===== config.mk =====
export PLATFORM = sky130hd
export DESIGN_NAME = ept_block_tx
export DESIGN_NICKNAME = d
export VERILOG_FILES = /design/src/rtl/ept_block_tx.sv
export SDC_FILE = /design/constraint.sdc
export NUM_CORES = 1
export LEC_CHECK = 0
export CAP_MARGIN = 15
export CORE_MARGIN = 1
export CORE_UTILIZATION = 58
export CTS_CLUSTER_DIAMETER = 40
export CTS_CLUSTER_SIZE = 14
export DETAILED_ROUTE_END_ITERATION = 7
export GPL_TIMING_DRIVEN = 0
export HOLD_SLACK_MARGIN = 0.1
export PLACE_DENSITY = 0.75
export SETUP_SLACK_MARGIN = 0.5
export SYNTH_ARGS = -nofsm -noshare
export SYNTH_HDL_FRONTEND = slang
export SYNTH_SLANG_ARGS = --single-unit
export TNS_END_PERCENT = 20

===== constraint.sdc =====
create_clock -name CLK -period 4.1 [get_ports CLK]
set_input_delay 0.41 -clock CLK [delete_from_list [all_inputs] [get_ports CLK]]
set_output_delay 0.41 -clock CLK [all_outputs]
set_load 0.005 [all_outputs]

===== src/rtl/ept_block_tx.sv =====
// ept_block_tx
//
// Block-transfer transmitter for the Active Transfer interface. User logic
// pushes bytes into a small show-ahead FIFO. A start pulse then runs a
// request / grant / per-byte acknowledge sequence with the library. The
// 30-bit uc_out slice feeds a wire-OR bus, so it is held at zero whenever
// this instance is not actively requesting or sending.
//
// Optional feature: define EPT_TX_TIMEOUT_EN to abort a request that is not
// granted within TIMEOUT cycles. Without it, REQ waits forever and timeout
// is constant 0.
//
// Parameters
//   ADDR     module address driven in uc_out[29:27]
//   FIFO_AW  FIFO address width (depth 2**FIFO_AW bytes)
//   TIMEOUT  grant-wait limit in cycles (timeout build only)
//
// Ports
//   CLK, RST           rising-edge clock, asynchronous active-high reset
//   start, length      begin a transfer of length bytes (length sampled on start)
//   wr_en, wr_data     FIFO write port
//   full, overflow     FIFO full; sticky dropped-write flag (cleared by start)
//   busy               FSM not in IDLE
//   lib_grant          library grant level, sampled in REQ
//   lib_ack            library consumed the presented byte (one-cycle pulse)
//   done, timeout      one-cycle completion / abort pulses
//   uc_out             {addr[2:0], req, strobe, last, length[15:0], data[7:0]}

module ept_block_tx #(
    parameter logic [2:0]  ADDR    = 3'd0,
    parameter int          FIFO_AW = 4,
    parameter logic [15:0] TIMEOUT = 16'd1000
) (
    input  logic        CLK,
    input  logic        RST,
    input  logic        start,
    input  logic [15:0] length,
    input  logic        wr_en,
    input  logic [7:0]  wr_data,
    output logic        full,
    output logic        overflow,
    output logic        busy,
    input  logic        lib_grant,
    input  logic        lib_ack,
    output logic        done,
    output logic        timeout,
    output logic [29:0] uc_out
);

    localparam int                 DEPTH   = 2 ** FIFO_AW;
    localparam logic [FIFO_AW:0]   DEPTH_C = (FIFO_AW + 1)'(DEPTH);

    localparam logic [1:0] S_IDLE = 2'd0;
    localparam logic [1:0] S_REQ  = 2'd1;
    localparam logic [1:0] S_SEND = 2'd2;
    localparam logic [1:0] S_DONE = 2'd3;

    logic [7:0]         mem [DEPTH];
    logic [FIFO_AW-1:0] wptr, rptr;
    logic [FIFO_AW:0]   count, count_d;
    logic               empty, push, pop;
    logic [7:0]         head;

    logic [1:0]  state, state_d;
    logic [15:0] remaining, rem_d;
    logic [15:0] len_q, len_d;
    logic [29:0] uc_d;
    logic        done_d, tout_d, tout_hit;

    assign empty = (count == '0);
    assign head  = mem[rptr];
    // A write while full is still taken when the same edge pops a byte.
    assign push  = wr_en && (!full || pop);

    always_comb begin
        count_d = count;
        case ({push, pop})
            2'b10:   count_d = count + 1'b1;
            2'b01:   count_d = count - 1'b1;
            default: count_d = count;
        endcase
    end

    always_ff @(posedge CLK) begin
        if (push)
            mem[wptr] <= wr_data;
    end

    always_ff @(posedge CLK or posedge RST) begin
        if (RST) begin
            wptr     <= '0;
            rptr     <= '0;
            count    <= '0;
            full     <= 1'b0;
            overflow <= 1'b0;
        end else begin
            if (push)
                wptr <= wptr + 1'b1;
            if (pop)
                rptr <= rptr + 1'b1;
            count <= count_d;
            full  <= (count_d == DEPTH_C);
            if (start && state == S_IDLE)
                overflow <= 1'b0;
            if (wr_en && !push)
                overflow <= 1'b1;
        end
    end

`ifdef EPT_TX_TIMEOUT_EN
    logic [15:0] tcnt;

    assign tout_hit = (tcnt == TIMEOUT - 16'd1);

    // REQ is only ever entered from IDLE, so clearing in IDLE clears on entry.
    always_ff @(posedge CLK or posedge RST) begin
        if (RST)
            tcnt <= '0;
        else if (state == S_IDLE)
            tcnt <= '0;
        else if (state == S_REQ)
            tcnt <= tcnt + 16'd1;
    end
`else
    assign tout_hit = 1'b0;
`endif

    // uc_out is registered from the current state, so it trails the state
    // register by one edge. An accepted ack blanks the strobe for one cycle,
    // which stops a library from acknowledging the same byte twice.
    always_comb begin
        state_d = state;
        rem_d   = remaining;
        len_d   = len_q;
        uc_d    = '0;
        done_d  = 1'b0;
        tout_d  = 1'b0;
        pop     = 1'b0;
        case (state)
            S_IDLE: begin
                if (start && length != 16'd0) begin
                    state_d = S_REQ;
                    rem_d   = length;
                    len_d   = length;
                end
            end
            S_REQ: begin
                uc_d = {ADDR, 3'b100, len_q, 8'h00};
                if (lib_grant) begin
                    state_d = S_SEND;
                end else if (tout_hit) begin
                    state_d = S_IDLE;
                    uc_d    = '0;
                    tout_d  = 1'b1;
                end
            end
            S_SEND: begin
                if (lib_ack && uc_out[25]) begin
                    pop   = 1'b1;
                    rem_d = remaining - 16'd1;
                    if (remaining == 16'd1) begin
                        state_d = S_DONE;
                        done_d  = 1'b1;
                    end else begin
                        uc_d = {ADDR, 3'b000, len_q, 8'h00};
                    end
                end else if (!empty) begin
                    uc_d = {ADDR, 2'b01, (remaining == 16'd1), len_q, head};
                end else begin
                    uc_d = {ADDR, 3'b000, len_q, 8'h00};
                end
            end
            S_DONE: begin
                state_d = S_IDLE;
            end
            default: begin
                state_d = S_IDLE;
            end
        endcase
    end

    always_ff @(posedge CLK or posedge RST) begin
        if (RST) begin
            state     <= S_IDLE;
            remaining <= '0;
            len_q     <= '0;
            uc_out    <= '0;
            done      <= 1'b0;
            timeout   <= 1'b0;
            busy      <= 1'b0;
        end else begin
            state     <= state_d;
            remaining <= rem_d;
            len_q     <= len_d;
            uc_out    <= uc_d;
            done      <= done_d;
            timeout   <= tout_d;
            busy      <= (state_d != S_IDLE);
        end
    end

endmodule


; After elaboration in Yosys (flattened, before gate mapping)
; Memory sizes are Yosys's and may differ from the RTL's.
; Cells that the tools add are included.
; Widths: inputs -> output; s select.
[totals]
ramBits = 128
n_memories = 1
word_cells = 64
regBits = 81
input_bits = 30
[mem_list]
columns = memory, depth, width, rd, rd_ports_with_merged_regs, write_ports, line
row1 = mem, 16, 8, 1, 0, 1, 58  ; logic [7:0] mem [DEPTH];
[classes]
addsub = 5
n_mux = 22
reduce_logical = 16
eq_ne = 9
[op_table]
columns = cell, count
row1 = $pmux 30 s2, 1
row2 = $mux 16, 2
row3 = $pmux 16 s2, 1
row4 = $mux 30, 1
row5 = $mux 26, 1
row6 = $mux 24, 1
row7 = $eq 16x1->1 const B, 1
row8 = $reduce_bool 16->1, 1
row9 = $sub 16x1->16 const B, 1
row10 = $pmux 5 s2, 1
row11 = $mux 1, 9
row12 = $add 4x1->4 const B, 2
row13 = $mux 2, 4
row14 = $pmux 2 s4, 1
row15 = $eq 2x2->1 const B, 3
row16 = $reduce_bool 2->1, 3
row17 = $add 5x1->5 const B, 1
row18 = $eq 5x5->1 const B, 1
row19 = $logic_and 1x1->1, 5
row20 = $logic_not 5->1, 1
row21 = $sub 5x1->5 const B, 1
row22 = $eq 2x1->1 const B, 2
row23 = $reduce_and 3->1, 1
row24 = $logic_not 1->1, 2
row25 = other kinds (5), 5

; Logic depth before layout (Yosys ltp)
[logic_depth]
word_depth = 8
ltp_mapped = 15

; Least setup slack after synthesis
; No wires, ideal clock.
[synth_timing]
path_type = reg2reg
startpoint = register state[0]
endpoint = register full
arrival_ns = 3.381
path_stages_with_launch = 16
setup_slack_ns = 0.619
period_less_slack_ns = 3.481
path_cell_list = dfrtp_1 -> inv_1 -> ha_1 -> clkbuf_1 -> nand2_1 -> a21boi_1 -> inv_1 -> ha_1 -> clkbuf_1 -> xor2_1 -> ha_1 -> a21oi_1 -> or3_1 -> a211oi_1 -> xor2_1 -> nor4bb_1
[synth_via]
elab_chain_cells = 7
elab_cells_between_ends = 8
cone_classes = eq/ne: 4 / mux: 2 / reduce/logical: 2
[synth_lines]
columns = item, line
row1 = start: declaration, 64  ; logic [1:0] state, state_d;
row2 = start signal: assignment, 192  ; state <= state_d;
row3 = $eq 2x2->1 (*), 139  ; case (state)
row4 = $mux 1 (*), 139
row5 = $logic_or 1x1->1, 73  ; assign push = wr_en && (!full || pop);
row6 = $logic_and 1x1->1, 73
row7 = $eq 2x1->1 / $eq 2x2->1 (equally long branches), 77  ; case ({push, pop})
row8 = $pmux 5 s2 (*), 77
row9 = via count_d[4], 60  ; logic [FIFO_AW:0] count, count_d;
row10 = $eq 5x5->1 (*), 102  ; full <= (count_d == DEPTH_C);
row11 = end signal: assignment, 102
row12 = end: declaration, 40  ; output logic full,
; The timed path passes the listed nets; every way through them passes the cells marked *.
; A chain may end at the register's enable or synchronous reset.

; Final worst setup path
; Ends and elaborated chain as after synthesis.

==> out/qor.csv <==
metric;value;unit
status;completed;
Clock Latency Late Sink;0.53;ns
Final Non-Filler Cells;888;
LEAKAGE;3.94;nW
total grt overflow;0;
standard-cell row count;44;
setup TNS;0;ns
clk buf depth;3;
H-tree depth;1;
die extent in y;124;um
Mapped Cells;587;
final slew viol count;0;
critical path peak fanout;9;
worst-margin pin slew;0.966;ns
Worst Skew;0.0153;ns
die width;124;um
Crit path required time;4.51;ns
min cycle time layout;3.37;ns
reg2reg end;full;
final hold vios;0;
Synth Register Bits;206;
vias;5349;
Num CTS Buffers;26;
TritonRoute pass-1 iters;5;
nets;728;
hold crit path type;input port to asynchronous set/reset pin;
Fmax;0.297;GHz
clock sinks;206;
vias in the first global route;5406;
DR DRC count;0;
Mapped Area;8630;um^2
Core Box Area;14500;um^2
Initial DRC Count;469;
Syn. warnings;0;
CP endpoint kind;register;
Routed WL;19000;um
register area share after synthesis;67.1;%
most common cell after layout, fill and taps aside;edfxtp_1;
antenna cells;0;
Slew HR;35.3;%
RSZ-0062 raised after global routing;no;
WP data arrival;3.78;ns
post-synthesis cell type count;62;
Power Dens Cells;672;nW/um^2
layout cells sized above 1;16.6;%
Post-synth EDFFs;128;
largest net degree at the start of global routing;72;
CTS clock-pin slew for the worst setup and hold paths;0.06;ns
Avg Vias per Cell;6.02;
global-route usage over all layers;25.8;%
critical path class;register to register;
maximum vdd ir drop;498;uV
Async SR Flop Fraction;37.9;%
reg2reg setup slack;0.73;ns
part of the cycle the worst path needs;82.2;%
Port Buf Inserts;60;
cts hold-fix bufs;0;
area grow syn2layout;21.2;%
ys flop type;edfxtp_1;
syn_area_per_cell;14.7;um^2
WL/cell;21.5;um
routability cong.;0.890;
Pwr Total;7.04;mW
post-route ant nets;0;
TritonCTS clock tree;yes;
io pins;65;
Starting Density;59.4;%
first-pass GRT wire length;28900;um
r2r startpoint;state[0];
antenna violations before repair;0;
die area;15400;um^2
most frequent cells in the layout;edfxtp_1, dfrtp_1, nand2_1, clkdlybuf4s50_1, nor2_1;
Root Driver;clkbuf_16;
final setup fails;0;
Detail Placement HPWL;12600;um
post-placement cell count;839;
Setup crit start kind;register;
Reg2Reg Depth;15;
max-cap violation count;0;
## logic make-up after synthesis
kind of cell / synth area share, %
flops: 67.1
simple gates: 11.4
compound gates: 5.94
buf+inv: 2.54
mux: 9.67
fa+ha+maj: 2.03
xor+xnor: 1.22
other cells: 0.0434
## power by group
| group | switching, mW | total, mW | leakage (nW) | internal, mW |
|---|---|---|---|---|
| Sequential | 0.232 | 2.88 | 2.15 | 2.65 |
| Combinational | 1.02 | 1.85 | 1.36 | 0.826 |
| Clock | 0.933 | 2.31 | 0.437 | 1.38 |
## worst max-delay path by stage
stage / from / end / slack (ns) / depth (start not counted)
2_1_floorplan: state[0] / full / 0.62 / 15
3_3_place_gp: lib_ack / full / -0.41 / 15
3_5_place_dp: lib_ack / full / -0.57 / 15
4_1_cts: state[0] / full / 0.56 / 14
5_1_grt: state[0] / full / 0.50 / 15
6_report: state[0] / full / 0.73 / 15
## repair_timing
action / 4_1_cts / 5_1_grt
setup endpoints to repair: 3 / 1
pin swaps: 1 / 0
buffers inserted: 1 / 0
resized for setup: 4 / 6
## per-stage QoR
step           util, %  cell area, um^2  hold slack [ns]  setup slack [ns]
3_5_place_dp      65.6             9540            0.464            -0.566
2_1_floorplan        -             8640            0.437             0.619
6_report          72.0            10500            0.138             0.731
3_3_place_gp      65.2             9480            0.455            -0.413
4_1_cts           72.0            10500            0.133             0.565
5_1_grt           72.0            10500            0.138             0.503
## worst max-delay path: stages, from the launching register on
cell and delay (ns):
dfrtp_1 0.41, inv_1 0.12, ha_1 0.16, buf_2 0.23
nand2_4 0.16, a21boi_4 0.18, inv_1 0.07, ha_1 0.19
clkbuf_2 0.17, xor2_1 0.17, ha_1 0.23, a21oi_1 0.08
or3_1 0.30, a211oi_1 0.28, xor2_1 0.20, nor4bb_1 0.31
## per-layer routing
metal	global-route usage [%]	share of wire, %
met5	0	0
met4	10.6	3.7
met2	44.7	51
met1	32.0	39
met3	5.08	6.5
## synthesized netlist by cell type, drive strengths merged (7+ instances only)
cell type | n | area share [%]
a211oi | 16 | 1.4
a21oi | 18 | 1.1
and3 | 17 | 1.2
buf | 16 | 1.1
clkbuf | 19 | 0.84
dfrtp | 78 | 23
edfxtp | 128 | 45
ha | 14 | 2.0
inv | 12 | 0.52
mux2i | 8 | 0.93
mux4 | 33 | 8.6
nand2 | 67 | 3.0
nand3 | 10 | 0.58
nor2 | 35 | 1.5
nor2b | 9 | 0.65
nor3 | 12 | 0.70
o22ai | 13 | 0.94
xnor2 | 7 | 0.71
## registers in the layout, summed over array words and instances (netlist names)
| name | count |
|---|---|
| busy | 1 |
| count | 5 |
| done | 1 |
| full | 1 |
| len_q | 16 |
| mem | 128 |
| overflow | 1 |
| remaining | 16 |
| rptr | 4 |
| state | 2 |
| uc_out | 27 |
| wptr | 4 |
## layout make-up
cell class,instances,area (um^2)
clock buffer,32,693
fill,947,4070
buffer,35,174
timing repair buffer,66,661
clock inverter,16,206
tap,184,230
sequential,206,5800
inverter,13,51.3
multi-input combinational,336,2660
Power figures use the tool's default switching activity.
